<file path="src/rtl/dht11_controle_leitura.sv">
// Periodic read controller for the dht11 block: triggers reads, waits with a
// timeout, retries failures and holds the last good temperature/humidity words.
module dht11_controle_leitura #(
    parameter int PERIODO_CICLOS = 100_000_000,
    parameter int TIMEOUT_CICLOS = 1_500_000,
    parameter int PAUSA_CICLOS   = 50_000_000,
    parameter int MAX_TENTATIVAS = 3
) (
    input  logic        clock,
    input  logic        reset,
    input  logic        habilita,
    input  logic        medir,
    input  logic        dht_pronto,
    input  logic        dht_error,
    input  logic [15:0] dht_temperatura,
    input  logic [15:0] dht_umidade,
    output logic        dht_start,
    output logic [15:0] temperatura,
    output logic [15:0] umidade,
    output logic        dado_valido,
    output logic        novo_dado,
    output logic        falha,
    output logic [3:0]  db_estado
);

    localparam int W_PER   = (PERIODO_CICLOS > 1) ? $clog2(PERIODO_CICLOS) : 1;
    localparam int W_TO    = (TIMEOUT_CICLOS > 1) ? $clog2(TIMEOUT_CICLOS) : 1;
    localparam int W_PAUSA = (PAUSA_CICLOS   > 1) ? $clog2(PAUSA_CICLOS)   : 1;
    localparam int W_TENT  = (MAX_TENTATIVAS > 1) ? $clog2(MAX_TENTATIVAS) : 1;

    localparam logic [W_PER-1:0]   PER_FIM   = W_PER'(PERIODO_CICLOS - 1);
    localparam logic [W_TO-1:0]    TO_FIM    = W_TO'(TIMEOUT_CICLOS - 1);
    localparam logic [W_PAUSA-1:0] PAUSA_FIM = W_PAUSA'(PAUSA_CICLOS - 1);
    localparam logic [W_TENT-1:0]  TENT_FIM  = W_TENT'(MAX_TENTATIVAS - 1);

    typedef enum logic [3:0] {
        OCIOSO   = 4'd0,
        DISPARA  = 4'd1,
        AGUARDA  = 4'd2,
        ARMAZENA = 4'd3,
        REPETE   = 4'd4,
        PAUSA    = 4'd5,
        FALHA    = 4'd6
    } estado_t;

    estado_t r_estado;
    estado_t w_proximo;

    logic [W_PER-1:0]   r_cnt_per;
    logic [W_TO-1:0]    r_cnt_to;
    logic [W_PAUSA-1:0] r_cnt_pausa;
    logic [W_TENT-1:0]  r_tent;
    logic               r_pronto_d;
    logic               r_error_d;
    logic [15:0]        r_temp;
    logic [15:0]        r_umid;
    logic               r_valido;
    logic               r_falha;

    logic w_pronto_borda;
    logic w_error_borda;
    logic w_fim_per;
    logic w_fim_to;
    logic w_fim_pausa;
    logic w_ult_tent;

    // Only fresh edges count, so a level left high by an earlier read is ignored.
    assign w_pronto_borda = dht_pronto & ~r_pronto_d;
    assign w_error_borda  = dht_error  & ~r_error_d;
    assign w_fim_per      = habilita && (r_cnt_per == PER_FIM);
    assign w_fim_to       = (r_cnt_to == TO_FIM);
    assign w_fim_pausa    = (r_cnt_pausa == PAUSA_FIM);
    assign w_ult_tent     = (r_tent == TENT_FIM);

    // NOTE: every signal gets a default at the top so no path leaves it
    // unassigned, which is what keeps this block from inferring latches.
    always_comb begin
        w_proximo = r_estado;
        dht_start = 1'b0;
        novo_dado = 1'b0;
        case (r_estado)
            OCIOSO:   if (medir || w_fim_per) w_proximo = DISPARA;
            DISPARA: begin
                dht_start = 1'b1;
                w_proximo = AGUARDA;
            end
            AGUARDA: begin
                if (w_error_borda)       w_proximo = REPETE;
                else if (w_pronto_borda) w_proximo = ARMAZENA;
                else if (w_fim_to)       w_proximo = REPETE;
            end
            ARMAZENA: begin
                novo_dado = 1'b1;
                w_proximo = OCIOSO;
            end
            REPETE:   w_proximo = w_ult_tent ? FALHA : PAUSA;
            PAUSA:    if (w_fim_pausa) w_proximo = DISPARA;
            FALHA:    w_proximo = OCIOSO;
            default:  w_proximo = OCIOSO;
        endcase
    end

    // NOTE: sequential state uses non-blocking assignments so every register
    // samples the pre-edge values, independent of statement order.
    always_ff @(posedge clock or negedge reset) begin
        if (!reset) begin
            r_estado <= OCIOSO;
        end else begin
            r_estado <= w_proximo;
        end
    end

    always_ff @(posedge clock or negedge reset) begin
        if (!reset) begin
            r_cnt_per   <= '0;
            r_cnt_to    <= '0;
            r_cnt_pausa <= '0;
            r_tent      <= '0;
            r_pronto_d  <= 1'b0;
            r_error_d   <= 1'b0;
            r_temp      <= '0;
            r_umid      <= '0;
            r_valido    <= 1'b0;
            r_falha     <= 1'b0;
        end else begin
            r_pronto_d <= dht_pronto;
            r_error_d  <= dht_error;

            // Period count restarts on every entry to OCIOSO and whenever disabled.
            if (r_estado == OCIOSO && w_proximo == OCIOSO && habilita)
                r_cnt_per <= r_cnt_per + W_PER'(1);
            else
                r_cnt_per <= '0;

            if (r_estado == AGUARDA) r_cnt_to <= r_cnt_to + W_TO'(1);
            else                     r_cnt_to <= '0;

            if (r_estado == PAUSA) r_cnt_pausa <= r_cnt_pausa + W_PAUSA'(1);
            else                   r_cnt_pausa <= '0;

            if (r_estado == OCIOSO)
                r_tent <= '0;
            else if (r_estado == REPETE && !w_ult_tent)
                r_tent <= r_tent + W_TENT'(1);

            // Capture on the same edge that samples the pronto edge.
            if (r_estado == AGUARDA && w_proximo == ARMAZENA) begin
                r_temp   <= dht_temperatura;
                r_umid   <= dht_umidade;
                r_valido <= 1'b1;
                r_falha  <= 1'b0;
            end else if (r_estado == REPETE && w_proximo == FALHA) begin
                r_falha <= 1'b1;
            end
        end
    end

    assign temperatura = r_temp;
    assign umidade     = r_umid;
    assign dado_valido = r_valido;
    assign falha       = r_falha;
    assign db_estado   = r_estado;

endmodule

</file>
<file path="config.mk">
export PLATFORM = sky130hd
export DESIGN_NAME = dht11_controle_leitura
export DESIGN_NICKNAME = d
export VERILOG_FILES = /design/src/rtl/dht11_controle_leitura.sv
export SDC_FILE = /design/constraint.sdc
export NUM_CORES = 1
export LEC_CHECK = 0
export CAP_MARGIN = 15
export CORE_UTILIZATION = 56
export CTS_CLUSTER_DIAMETER = 60
export CTS_CLUSTER_SIZE = 20
export DETAILED_ROUTE_END_ITERATION = 8
export HOLD_SLACK_MARGIN = 0.05
export PLACE_DENSITY = 0.82
export RECOVER_POWER = 50
export SYNTH_ARGS = -nofsm -noshare
export SYNTH_HDL_FRONTEND = slang
export SYNTH_SLANG_ARGS = --single-unit
</file>
<file path="constraint.sdc">
create_clock -name clock -period 5.3 [get_ports clock]
set_input_delay 1.06 -clock clock [delete_from_list [all_inputs] [get_ports clock]]
set_output_delay 1.06 -clock clock [all_outputs]
set_load 0.02 [all_outputs]
</file>
* Word level (Yosys, flattened, before mapping) *
Cells that the tools add are included.

word-level totals
  input port bits = 38
  flip-flop bits (word level) = 116

cells by class
  bitwise logic cells = 4
  multiplexer cells = 16
  reductions and logical operators = 12
  eq/ne operators = 11
  $add $sub $neg = 4

operators by type and width
  cell                                                                   count
  27-bit by 1-bit adder with 27-bit output, second input constant        1
  27-bit equality test, second input constant                            1
  27-bit 2-to-1 mux                                                      1
  26-bit by 1-bit adder with 26-bit output, second input constant        1
  26-bit equality test, second input constant                            1
  26-bit 2-to-1 mux                                                      1
  21-bit by 1-bit adder with 21-bit output, second input constant        1
  21-bit equality test, second input constant                            1
  21-bit 2-to-1 mux                                                      1
  4-bit 2-to-1 mux                                                       5
  4-bit one-hot mux with 5 select lines                                  1
  4-bit by 2-bit equality test with 1-bit output, second input constant  3
  4-bit by 3-bit equality test with 1-bit output, second input constant  3
  4-bit zero test                                                        2
  1-bit logical AND                                                      6
  2-bit 2-to-1 mux                                                       3
  4-bit by 1-bit equality test with 1-bit output, second input constant  1
  1-bit 2-to-1 mux                                                       4
  2-bit nonzero test                                                     2
  2-bit by 1-bit adder with 2-bit output, second input constant          1
  1-bit bitwise AND                                                      2
  2-bit equality test, second input constant                             1
  1-bit inverter                                                         2
  1-bit zero test                                                        1
  1-bit logical OR                                                       1

* Depth between registers and ports, before layout *
  word-level depth = 9
  gate-level depth with buffers = 7
  mapped depth without buffers = 6

* Least setup slack after synthesis *
OpenSTA, ideal clock, no wires.

  kind = register -> output
  start point = register r_estado[2], in the netlist db_estado[2]
  end point = output dht_start
  stages on the path, launching flop included = 3
  required time = 4,240 ps
  path slack = 2,744 ps
  arrival = 1,496 ps
  cells stage by stage = dfrtp_1 > buf_1 > nor4b_1

between the ends
  word-level cells in the longest chain between the ends = 2

RTL lines
  element                                         RTL line  RTL
  start, declared                                 46        estado_t r_estado;
  start signal, assigned                          109       r_estado <= w_proximo;
  4-bit by 1-bit equality test with 1-bit output  81        case (r_estado)
  1-bit 2-to-1 mux                                81
  end, declared                                   17        output logic dht_start,

Every way passes these cells.

==> summary.txt <==
Status
  – Outcome: finished with violations
  – Failing checks: max-capacitance violations, max-slew violations

Clocking
  – Clock Sinks: 116
  – CTS tree: yes
  – Post-CTS setup buffers: 0
  – Clock Tree Buf Depth: 2
  – H-tree depth: 4
  – CTS buffer count: 17
  – Reg clk slew, reported paths: 0.05 ns
  – Post-CTS Hold Buffers: 0
  – Later-pin clock latency in the skew report: 0.52 ns
  – Root buffer cell: clkbuf_8
  – Post-CTS sizing: 0

Timing
  – Max-Slew Margin vs Limit: -89.42%
  – # setup viols final: 0
  – RSZ-0062 raised after global routing: false
  – Final Skew: 0.007639 ns
  – Final TNS setup: 0 ns
  – Worst Setup Slack, final: 1.878 ns
  – Post-layout min period: 3.422 ns
  – Fmax: 292.2 MHz
  – Crit share post-route: 64.58%
  – Final hold vios: 0
  – Fin. max-slew vios: 56
  – Worst-Margin Slew: 2.841 ns
  – Final hold slack: 0.4928 ns

Setup path
  – WS Path Type: in2async
  – Critical Path RT: 5.86 ns
  – CP top delay family: buffers and inverters
  – Reg-to-Reg End: umidade[4]
  – Max Fanout on Critical Path: 62
  – Cell Chain, Critical Path: clkbuf_1, buf_4
  – CP Launch Type: input pin
  – Reg-to-reg slack, setup: 2.13 ns
  – CP endpoint: r_cnt_per[14]
  – Reg2Reg Launch Point: db_estado[2]
  – Register-to-Register Path Depth: 4
  – Cell at the slowest stage of the critical path: clkbuf_1
  – CP bufs+invs: 2
  – Critical Path Stages: 2
  – Worst setup EP type: asynchronous set/reset pin
  – Crit-path max cell delay: 1.97 ns
  – Crit path launch: reset
  – Crit path DAT: 3.98 ns

Logic synthesis
  – Post-synth cell types: 51
  – Register area share after synthesis: 52.46%
  – YS warnings: 0
  – Syn Inst Count: 513
  – EDFF count, synth: 0
  – Top_reg_cell synth: dfrtp_1
  – Mean Syn Cell Area: 10.79 µm²
  – Async S/R FF share, synth: 100.0%
  – Cell Area, Synth: 0.005533 mm²
  – Synthesized Nets: 555
  – Seq cells post-synth: 116

Global routing
  – GRT overflow: 0
  – Antenna violations before repair: 1
  – Vias in the first global route: 4454
  – All-Layer GR Usage: 27.37%
  – First-pass GRT wire length: 21320 µm
  – Largest net degree at the start of global routing: 63

Floorplanning
  – # IOs: 78
  – Die width: 101.4 µm
  – Die H: 101.4 µm
  – Initial Util: 58.76%
  – Core area: 0.009415 mm²
  – Die area: 0.01028 mm²
  – Rows: 35

Drt
  – Via-to-Cell Ratio: 6.033
  – Routed vias: 4428
  – DR iter-0 viols: 270
  – Final WL: 12900 µm
  – Detailed Routing Iterations Pass 1: 4
  – DR DRC count: 0
  – Wire per inst: 17.57 µm
  – Post-route ant nets: 0

Power and ir drop
  – Peak VDD IR: 0.0002388 V
  – P per Cell Area: 372.8 mW/mm²
  – Leak: 2.840 nW
  – Total Power: 2.618 mW

Layout
  – Share of layout cells above drive strength 1: 11.92%
  – Net count, final: 633
  – Area growth syn-to-layout: 26.93%
  – Layout Cells excl Fill: 734
  – FILL cells: 610

Placed design
  – Post-DP HPWL: 8136 µm
  – GP Congestion: 0.8708
  – Placed Cells incl. Taps: 700
  – Port bufs: 77
  – Dpl ws: 2.013 ns

Worst hold path
  – Hold Crit Class: reg2reg

Flow run
  – Max-Cap Viols: 1
==> cells in the mapped netlist (all sizes together), types with 2 or more instances <==
cell type | number | area, µm²
dfrtp | 116 | 2903
nor2 | 50 | 187.7
mux2 | 32 | 360.3
nand3 | 28 | 145.1
a21oi | 27 | 135.1
nand2 | 27 | 101.4
nand4 | 25 | 192.7
xor2 | 24 | 210.2
or3 | 17 | 110.1
o21ai | 16 | 80.08
xnor2 | 14 | 122.6
clkbuf | 12 | 45.04
or4 | 12 | 90.09
and4 | 11 | 97.59
o31ai | 11 | 82.58
nor4 | 10 | 62.56
and3 | 9 | 56.30
buf | 9 | 65.06
a31oi | 6 | 37.54
and2 | 6 | 37.54
inv | 6 | 22.52
nor3 | 6 | 30.03
nor4b | 5 | 43.79
nor4bb | 5 | 50.05
a41o | 4 | 40.04
ha | 4 | 50.05
nor2b | 3 | 18.77
a22o | 2 | 17.52
a31o | 2 | 17.52
nand4b | 2 | 17.52
nor3b | 2 | 20.02
==> per-layer routing <==
metal  GRT usage [%]  share of wire (%)  up-vias
met3           7.798                6.1       29
met4           12.82                2.6        0
met2           46.00                 49      161
met1           32.66                 42     2181
met5               0                  0        -
li1                -                  -     2057
==> worst min-delay path by stage <==
stage	cells after the start	start	slack [ns]	endpoint
finish	1	temperatura[11]	0.49	temperatura[11]
detailed placement	1	r_cnt_pausa[0]	0.48	r_cnt_pausa[0]
CTS	1	dado_valido	0.49	dado_valido
global placement	1	dado_valido	0.46	dado_valido
global route	1	temperatura[13]	0.51	temperatura[13]
floorplan	1	r_cnt_pausa[0]	0.45	r_cnt_pausa[0]
==> power breakdown <==
group          switching (mW)  leakage, nW  internal, mW
logic                   0.188        0.960         0.204
clock network           0.387        0.307         0.824
registers              0.0514         1.57         0.963
total                   0.627         2.84          1.99
==> metrics by stage <==
| step | util, % | area (µm²) |
|---|---|---|
| after floorplan | - | 5533 |
| after global placement | 67.69 | 6374 |
| after detailed placement | 67.69 | 6374 |
| after CTS | 74.45 | 7009 |
| after global routing | 74.59 | 7023 |
| final | 74.59 | 7023 |
==> placed cells by master (no fill, tap or decap), types with 5 or more instances in the layout <==
master	count
a21oi_1	27
mux2_1	6
xnor2_1	14
nor2_1	50
o31ai_1	11
and4_1	10
nor3_1	6
nand2_1	27
or4_1	12
dfrtp_1	116
nand4_1	22
and3_1	9
clkdlybuf4s50_1	74
inv_1	6
nand3_1	27
clkbuf_8	6
or3_1	14
nor4_1	10
a31oi_1	6
xor2_1	24
o21ai_0	16
clkbuf_16	16
mux2_2	26
nor4b_1	5
nor4bb_1	5
==> worst register-to-register path: stages, from the launching register on <==
cell and delay, ns:
dfrtp_1 0.54, or4b_1 0.99, nor3b_4 0.67, buf_4 0.45
mux2_2 0.41
==> registers in the layout, indices dropped and copies added (netlist names) <==
name	count
temperatura	16
umidade	16
db_estado	4
r_cnt_pausa	26
falha	1
r_error_d	1
r_tent	2
r_pronto_d	1
dado_valido	1
r_cnt_per	27
r_cnt_to	21
==> kinds of logic (layout without fill, tap and decap cells) <==
kind of cell / Yosys count / count (layout) / synth area share [%]
other cells: 1 / 2 / 0.06778
xor+xnor: 38 / 38 / 6.015
fa+ha+maj: 4 / 4 / 0.9046
simple gates: 221 / 221 / 23.20
flops: 116 / 116 / 52.46
compound gates: 73 / 73 / 8.255
mux: 33 / 33 / 6.694
buf+inv: 27 / 118 / 2.397
==> layout make-up <==
class	count	area (µm²)	area share (%)
Antenna cell	1	2.502	0.03563
Multi-Input combinational cell	370	2504	35.65
Inverter	6	22.52	0.3207
Clock buffer	24	490.5	6.984
Sequential cell	116	2903	41.33
Timing Repair Buffer	80	794.5	11.31
Tap cell	129	161.4	2.298
Clock inverter	8	145.1	2.067
(Power assumes the default switching activity.)
